<file path="config.mk">
export PLATFORM = sky130hd
export DESIGN_NAME = spi_ram_slave_p
export DESIGN_NICKNAME = d
export VERILOG_FILES = /design/src/rtl/spi_ram_pkg.sv /design/src/rtl/spi_ram_mem.sv /design/src/rtl/spi_ram_slave_p.sv
export SDC_FILE = /design/constraint.sdc
export NUM_CORES = 2
export LEC_CHECK = 0
export ABC_AREA = 1
export BUFFER_PORTS_ARGS = -buffer_cell sky130_fd_sc_hd__buf_2
export CAP_MARGIN = 15
export CORE_MARGIN = 5
export CORE_UTILIZATION = 45
export DETAILED_ROUTE_END_ITERATION = 16
export MAX_ROUTING_LAYER = met4
export PLACE_DENSITY = 0.7
export SYNTH_ARGS = -nofsm -noshare
export SYNTH_HDL_FRONTEND = slang
export SYNTH_SLANG_ARGS = --single-unit
</file>
<file path="constraint.sdc">
create_clock -name clk -period 4.2 [get_ports clk]
set_input_delay 0.21 -clock clk [delete_from_list [all_inputs] [get_ports clk]]
set_output_delay 0.21 -clock clk [all_outputs]
set_load 0.02 [all_outputs]
</file>
<file path="src/rtl/spi_ram_pkg.sv">
// Shared types for the SPI-attached RAM slave: frame opcodes, FSM states
// and the payload-width helper used to size the rx frame.
package spi_ram_pkg;

  typedef enum logic [1:0] {
    OP_SET_WADDR = 2'b00,
    OP_WRITE     = 2'b01,
    OP_SET_RADDR = 2'b10,
    OP_READ      = 2'b11
  } op_e;

  typedef enum logic [1:0] {
    IDLE    = 2'b00,
    RD_PIPE = 2'b01,
    TX_HOLD = 2'b10
  } state_e;

  // The payload field has to carry either an address or a data word.
  function automatic int pay_width(input int addr_size, input int mem_width);
    return (addr_size > mem_width) ? addr_size : mem_width;
  endfunction

endpackage

</file>
<file path="src/rtl/spi_ram_mem.sv">
// Synchronous RAM with one write port and one registered read port.
// Out-of-range writes are ignored; out-of-range reads return zero.
// The read register doubles as the read-data stage for the slave.
module spi_ram_mem
  import spi_ram_pkg::*;
#(
  parameter int MEM_WIDTH  = 8,
  parameter int MEM_DEPTH  = 256,
  parameter int ADDR_SIZE  = 8,
  parameter int CLR_ON_RST = 1
) (
  input  logic                 clk,
  input  logic                 rst,
  input  logic                 wr_en,
  input  logic [ADDR_SIZE-1:0] wr_addr,
  input  logic [MEM_WIDTH-1:0] wr_data,
  input  logic                 rd_en,
  input  logic [ADDR_SIZE-1:0] rd_addr,
  output logic [MEM_WIDTH-1:0] rd_data
);

  logic [MEM_WIDTH-1:0] mem [MEM_DEPTH];
  logic                 wr_in_range;
  logic                 rd_in_range;

  assign wr_in_range = 32'(wr_addr) < MEM_DEPTH;
  assign rd_in_range = 32'(rd_addr) < MEM_DEPTH;

  // Storage array: optional clear on reset, otherwise in-range writes only.
  always_ff @(posedge clk) begin
    if (rst && (CLR_ON_RST != 0)) begin
      for (int i = 0; i < MEM_DEPTH; i++) mem[i] <= '0;
    end else if (wr_en && wr_in_range) begin
      mem[wr_addr] <= wr_data;
    end
  end

  // Read register: samples the pre-write contents, giving a snapshot.
  always_ff @(posedge clk) begin
    if (rst) begin
      rd_data <= '0;
    end else if (rd_en) begin
      rd_data <= rd_in_range ? mem[rd_addr] : '0;
    end
  end

endmodule

</file>
<file path="src/rtl/spi_ram_slave_p.sv">
// SPI RAM slave: decodes opcode frames into address-set, write and read
// operations, returns read data over a valid/ready handshake and keeps
// sticky range/overflow error flags.
module spi_ram_slave_p
  import spi_ram_pkg::*;
#(
  parameter int MEM_WIDTH  = 8,
  parameter int MEM_DEPTH  = 256,
  parameter int ADDR_SIZE  = 8,
  parameter int AUTO_INC   = 1,
  parameter int READ_LAT   = 1,
  parameter int CLR_ON_RST = 1,
  localparam int PAY_W     = pay_width(ADDR_SIZE, MEM_WIDTH)
) (
  input  logic               clk,
  input  logic               rst,
  input  logic [PAY_W+1:0]   rx_data,
  input  logic               rx_valid,
  output logic [MEM_WIDTH-1:0] tx_data,
  output logic               tx_valid,
  input  logic               tx_ready,
  input  logic               err_clr,
  output logic               err_range,
  output logic               err_ovf
);

  op_e                  opcode;
  logic [ADDR_SIZE-1:0] addr_payload;
  logic [MEM_WIDTH-1:0] data_payload;
  logic [ADDR_SIZE-1:0] write_addr;
  logic [ADDR_SIZE-1:0] read_addr;
  logic [MEM_WIDTH-1:0] stage_data;
  logic [MEM_WIDTH-1:0] tx_q;
  state_e               state_q;
  state_e               state_d;
  logic                 wr_fire;
  logic                 read_req;
  logic                 read_accept;
  logic                 read_drop;
  logic                 load_tx;
  logic                 waddr_ok;
  logic                 raddr_ok;
  logic                 range_hit;

  // Address wraps to zero after the last word, and from any out-of-range value.
  function automatic logic [ADDR_SIZE-1:0] next_addr(input logic [ADDR_SIZE-1:0] a);
    if (32'(a) >= MEM_DEPTH - 1) return '0;
    return a + ADDR_SIZE'(1);
  endfunction

  assign opcode       = op_e'(rx_data[PAY_W+1:PAY_W]);
  assign addr_payload = rx_data[ADDR_SIZE-1:0];
  assign data_payload = rx_data[MEM_WIDTH-1:0];
  assign wr_fire      = rx_valid && (opcode == OP_WRITE);
  assign read_req     = rx_valid && (opcode == OP_READ);
  assign read_drop    = read_req && !read_accept;
  assign waddr_ok     = 32'(write_addr) < MEM_DEPTH;
  assign raddr_ok     = 32'(read_addr) < MEM_DEPTH;
  assign range_hit    = (wr_fire && !waddr_ok) || (read_accept && !raddr_ok);

  spi_ram_mem #(
    .MEM_WIDTH (MEM_WIDTH),
    .MEM_DEPTH (MEM_DEPTH),
    .ADDR_SIZE (ADDR_SIZE),
    .CLR_ON_RST(CLR_ON_RST)
  ) u_mem (
    .clk    (clk),
    .rst    (rst),
    .wr_en  (wr_fire && !rst),
    .wr_addr(write_addr),
    .wr_data(data_payload),
    .rd_en  (read_accept && !rst),
    .rd_addr(read_addr),
    .rd_data(stage_data)
  );

  // FSM state register.
  always_ff @(posedge clk) begin
    if (rst) state_q <= IDLE;
    else     state_q <= state_d;
  end

  // Next-state logic: reads are only taken in IDLE, the rest are dropped.
  always_comb begin
    state_d     = state_q;
    read_accept = 1'b0;
    load_tx     = 1'b0;
    unique case (state_q)
      IDLE: begin
        if (read_req) begin
          read_accept = 1'b1;
          state_d     = (READ_LAT == 2) ? RD_PIPE : TX_HOLD;
        end
      end
      RD_PIPE: begin
        load_tx = 1'b1;
        state_d = TX_HOLD;
      end
      TX_HOLD: begin
        if (tx_ready) state_d = IDLE;
      end
      default: state_d = IDLE;
    endcase
  end

  // Write and read address counters driven by the frame decode.
  always_ff @(posedge clk) begin
    if (rst) begin
      write_addr <= '0;
      read_addr  <= '0;
    end else if (rx_valid) begin
      unique case (opcode)
        OP_SET_WADDR: write_addr <= addr_payload;
        OP_WRITE:     if (AUTO_INC != 0) write_addr <= next_addr(write_addr);
        OP_SET_RADDR: read_addr <= addr_payload;
        OP_READ:      if (read_accept && (AUTO_INC != 0)) read_addr <= next_addr(read_addr);
        default:      ;
      endcase
    end
  end

  // Second pipeline stage, only meaningful when the read latency is two.
  always_ff @(posedge clk) begin
    if (rst)          tx_q <= '0;
    else if (load_tx) tx_q <= stage_data;
  end

  assign tx_data  = (READ_LAT == 2) ? tx_q : stage_data;
  assign tx_valid = (state_q == TX_HOLD);

  // Sticky error flags: a new error on the clearing edge still sets the flag.
  always_ff @(posedge clk) begin
    if (rst) begin
      err_range <= 1'b0;
      err_ovf   <= 1'b0;
    end else begin
      if (range_hit)    err_range <= 1'b1;
      else if (err_clr) err_range <= 1'b0;
      if (read_drop)    err_ovf <= 1'b1;
      else if (err_clr) err_ovf <= 1'b0;
    end
  end

endmodule

</file>
==> flow_results.xml <==
<?xml version="1.0" encoding="UTF-8"?>
<metrics>
  <group name="status">
    <metric name="run_status" unit="">complete, no violations</metric>
  </group>
  <group name="route">
    <metric name="dr.first_iter.drc_count" unit="">9944</metric>
    <metric name="avgViaCountPerCell" unit="">5.61</metric>
    <metric name="drtAntennaViolNets" unit="">0</metric>
    <metric name="detailroute.via_count" unit="">74500</metric>
    <metric name="drt_drc_violations_left" unit="">0</metric>
    <metric name="dr.pass1.iters" unit="">9</metric>
    <metric name="detail_route.wl_per_cell" unit="µm">21.2</metric>
    <metric name="wirelength" unit="mm">282</metric>
  </group>
  <group name="worst_setup_path">
    <metric name="critPathLaunchType" unit="">primary input</metric>
    <metric name="timing.critical_path.required" unit="ps">4690</metric>
    <metric name="worst_ep_arrival_time" unit="ps">4330</metric>
    <metric name="critical_path_class" unit="">in2reg</metric>
    <metric name="crit_path_end_kind" unit="">flip-flop</metric>
    <metric name="largest_fanout_on_the_critical_path" unit="">20</metric>
  </group>
  <group name="synthesis">
    <metric name="ys.warnings.count" unit="">0</metric>
    <metric name="ys_async_sr_fraction" unit="%">0</metric>
    <metric name="post_synth_instance_area" unit="µm²">96400</metric>
    <metric name="syn_inst" unit="">10600</metric>
    <metric name="synth_enable_flop_cells" unit="">2048</metric>
    <metric name="syn_nets" unit="">10600</metric>
    <metric name="synth_sequential_area_ratio" unit="%">64.4</metric>
    <metric name="postSynthRegisterBits" unit="">2074</metric>
    <metric name="syn-mean-instance-area" unit="µm²">9.11</metric>
    <metric name="yosysUniqueCellTypes" unit="">35</metric>
    <metric name="synth_flop_cell" unit="">sky130_fd_sc_hd__edfxtp_1</metric>
  </group>
  <group name="power_and_ir_drop">
    <metric name="p_per_area" unit="nW/µm²">431</metric>
    <metric name="power_switching" unit="W">0.0114</metric>
    <metric name="power_leakage" unit="nW">43.2</metric>
    <metric name="cell_internal_pwr" unit="W">0.0343</metric>
    <metric name="netSwitchingFraction" unit="%">24.9</metric>
    <metric name="p_comb_share" unit="%">8.8</metric>
    <metric name="share_clk_of_total_power" unit="%">39.5</metric>
    <metric name="share_seq_of_total_power" unit="%">51.7</metric>
    <metric name="total_power" unit="W">0.0457</metric>
    <metric name="vdd_drop_max" unit="V">0.000518</metric>
  </group>
  <group name="clock_tree">
    <metric name="cts-buffers-inserted" unit="">204</metric>
    <metric name="post-cts-setup-buffers" unit="">0</metric>
    <metric name="cts_tree" unit="">done</metric>
    <metric name="cts.sinks" unit="">2074</metric>
    <metric name="cts-root-buf" unit="">sky130_fd_sc_hd__clkbuf_16</metric>
    <metric name="clkSlewWorstSetupHoldPaths" unit="ps">60</metric>
    <metric name="cells_resized_by_post_cts_repair" unit="">0</metric>
    <metric name="htree_levels" unit="">4</metric>
    <metric name="clkLatencyLatePin" unit="ps">860</metric>
    <metric name="cts.path.max_buffers" unit="">3</metric>
  </group>
  <group name="sta">
    <metric name="worst-slew-pin-transition" unit="ps">1100</metric>
    <metric name="timing.final.crit_share" unit="%">91.4</metric>
    <metric name="rsz0062_at_grt" unit="">false</metric>
    <metric name="slew_viol_final" unit="">0</metric>
    <metric name="setup_total_negative_slack" unit="ps">0</metric>
    <metric name="fmaxAchievable" unit="MHz">261</metric>
    <metric name="maxSlewHeadroom" unit="%">26.4</metric>
    <metric name="report.final.setup_viol" unit="">0</metric>
    <metric name="finalHoldViolations" unit="">0</metric>
    <metric name="post-route-min-period" unit="ps">3840</metric>
    <metric name="fin_skew" unit="ps">41.8</metric>
  </group>
  <group name="finish">
    <metric name="final_common_cell" unit="">sky130_fd_sc_hd__nor2_1</metric>
    <metric name="layout_common_cells" unit="">sky130_fd_sc_hd__nor2_1 (3259), sky130_fd_sc_hd__nand2_1 (2503), sky130_fd_sc_hd__edfxtp_1 (2048), sky130_fd_sc_hd__o21ai_0 (618), sky130_fd_sc_hd__nand3_1 (576)</metric>
    <metric name="area.growth.synth_to_final" unit="%">9.87</metric>
    <metric name="ratio_of_cells_with_drive_above_1_in_the_final_layout" unit="%">4.96</metric>
    <metric name="layout.nets" unit="">10300</metric>
  </group>
  <group name="die">
    <metric name="row_count" unit="">169</metric>
    <metric name="coreArea" unit="µm²">213000</metric>
    <metric name="number_of_top_level_pins" unit="">26</metric>
    <metric name="die_height" unit="µm">473</metric>
    <metric name="die_width" unit="µm">473</metric>
    <metric name="design.die.area" unit="µm²">223000</metric>
    <metric name="initial_core_util" unit="%">45.3</metric>
  </group>
  <group name="placement">
    <metric name="dpl.hpwl" unit="mm">168</metric>
    <metric name="port_buffers" unit="">24</metric>
    <metric name="gpl.final_weighted_congestion" unit="">0.989</metric>
  </group>
  <group name="grt">
    <metric name="grt_max_degree" unit="">184</metric>
    <metric name="grt_use_total" unit="%">25.3</metric>
    <metric name="number_of_global_route_vias_before_repair" unit="">71300</metric>
    <metric name="grt_antenna_before_repair" unit="">5</metric>
    <metric name="grt_remaining_overflow" unit="">0</metric>
    <metric name="grt_pass1_wl" unit="mm">423</metric>
  </group>
  <group name="hold_path">
    <metric name="worst_hold_path_type" unit="">in2reg</metric>
  </group>
  <group name="flow_run">
    <metric name="max_cap_violations" unit="">0</metric>
  </group>
</metrics>
[per-stage QoR]
| step | hold WS [ps] | area (µm²) | setup slack, ps | cells | utilization [%] |
|---|---|---|---|---|---|
| detailed placement | 416 | 99100 | 710 | 12900 | 46.6 |
| global placement | 414 | 99100 | 841 | 12900 | 46.6 |
| finish | 332 | 106000 | 363 | 13300 | 49.8 |
| CTS | 288 | 106000 | 514 | 13300 | 49.8 |
| global route | 333 | 106000 | 203 | 13300 | 49.8 |
| floorplan | 288 | 96400 | 1950 | 10600 | - |
[path summary, 6_finish.rpt]
check                                                start  slack, ps                         endpoint  depth (start not counted)
worst max-delay path                            rx_data[9]        360  u_mem.mem[185][7]$_SDFFCE_PN0P_                         11
worst min-delay path                            rx_data[2]        330       write_addr[2]$_SDFFE_PP0P_                          4
worst max register to register   read_addr[0]$_SDFFE_PP0P_        800    u_mem.rd_data[1]$_SDFFE_PP0P_                         13
worst min register to register  write_addr[7]$_SDFFE_PP0P_        610       write_addr[7]$_SDFFE_PP0P_                          2
[cells in the mapped netlist, drive strengths merged (8+ instances only)]
cell type  instances  area share [%]
nor2            3264              13
nand2           2505             9.8
edfxtp          2048              64
o21ai            618             3.2
nand3            576             3.0
clkbuf           564             2.2
inv              543             2.1
buf              156            0.75
a21oi             94            0.49
o211ai            94            0.73
dfxtp             26            0.54
nor3              20            0.16
o22ai             20            0.13
clkinv            10           0.039
a221oi             8           0.073
[critical path: stages]
cell	delay, ps
sky130_fd_sc_hd__dlygate4sd3_1	550
sky130_fd_sc_hd__buf_2	160
sky130_fd_sc_hd__nor2_2	160
sky130_fd_sc_hd__dlygate4sd3_1	720
sky130_fd_sc_hd__inv_2	140
sky130_fd_sc_hd__nor3_2	270
sky130_fd_sc_hd__inv_2	360
sky130_fd_sc_hd__nor3_4	450
sky130_fd_sc_hd__buf_4	480
sky130_fd_sc_hd__nand2_1	360
sky130_fd_sc_hd__nand2_1	380
[sequential cells by signal, summed over array words and instances, names as in the netlist]
| register | flops |
|---|---|
| u_mem.mem | 2048 |
| read_addr | 8 |
| u_mem.rd_data | 8 |
| write_addr | 8 |
| err_ovf | 1 |
| state_q | 1 |
[area by class of cell]
class / count / area [µm²]
diodes: 11 / 27.5
clock buffers: 248 / 5330
clock inverters: 131 / 1140
fillers: 19100 / 107000
inverters: 553 / 2170
multi-input cells: 7226 / 29500
flip-flops and latches: 2074 / 62000
well taps: 2821 / 3530
repair buffers: 207 / 2120
[power groups by stage]
stage,registers [W],logic [W],clock network [W]
finish,0.0236,0.00401,0.0180
global route,0.0236,0.00433,0.0190
CTS,0.0236,0.00394,0.0181
detailed placement,0.0240,0.00390,0
global placement,0.0240,0.00387,0
floorplan,0.0239,0.00250,0
[what timing repair did]
item	4_1_cts	5_1_grt
endpoints found under the setup margin	0	0
hold buffers	23	0
hold endpoints to repair	26	0
[metal layers]
metal / GRT usage (%) / up-vias / wire, µm
met1: 32.4 / 35600 / 107000
li1: - / 33900 / -
met4: 11.6 / 0 / 13800
met3: 5.07 / 756 / 31500
met5: - / - / 0
met2: 39.1 / 4191 / 130000
[logic make-up after synthesis]
logic type      count (synthesis)  synth area share (%)
compound gates                840                  4.68
xor+xnor                        3                0.0273
fa+ha+maj                       5                0.0649
buf+inv                      1273                  5.10
flops                        2074                  64.4
other cells                     1               0.00389
simple gates                 6377                  25.8
Note: power is estimated with default switching activity, not from simulation.
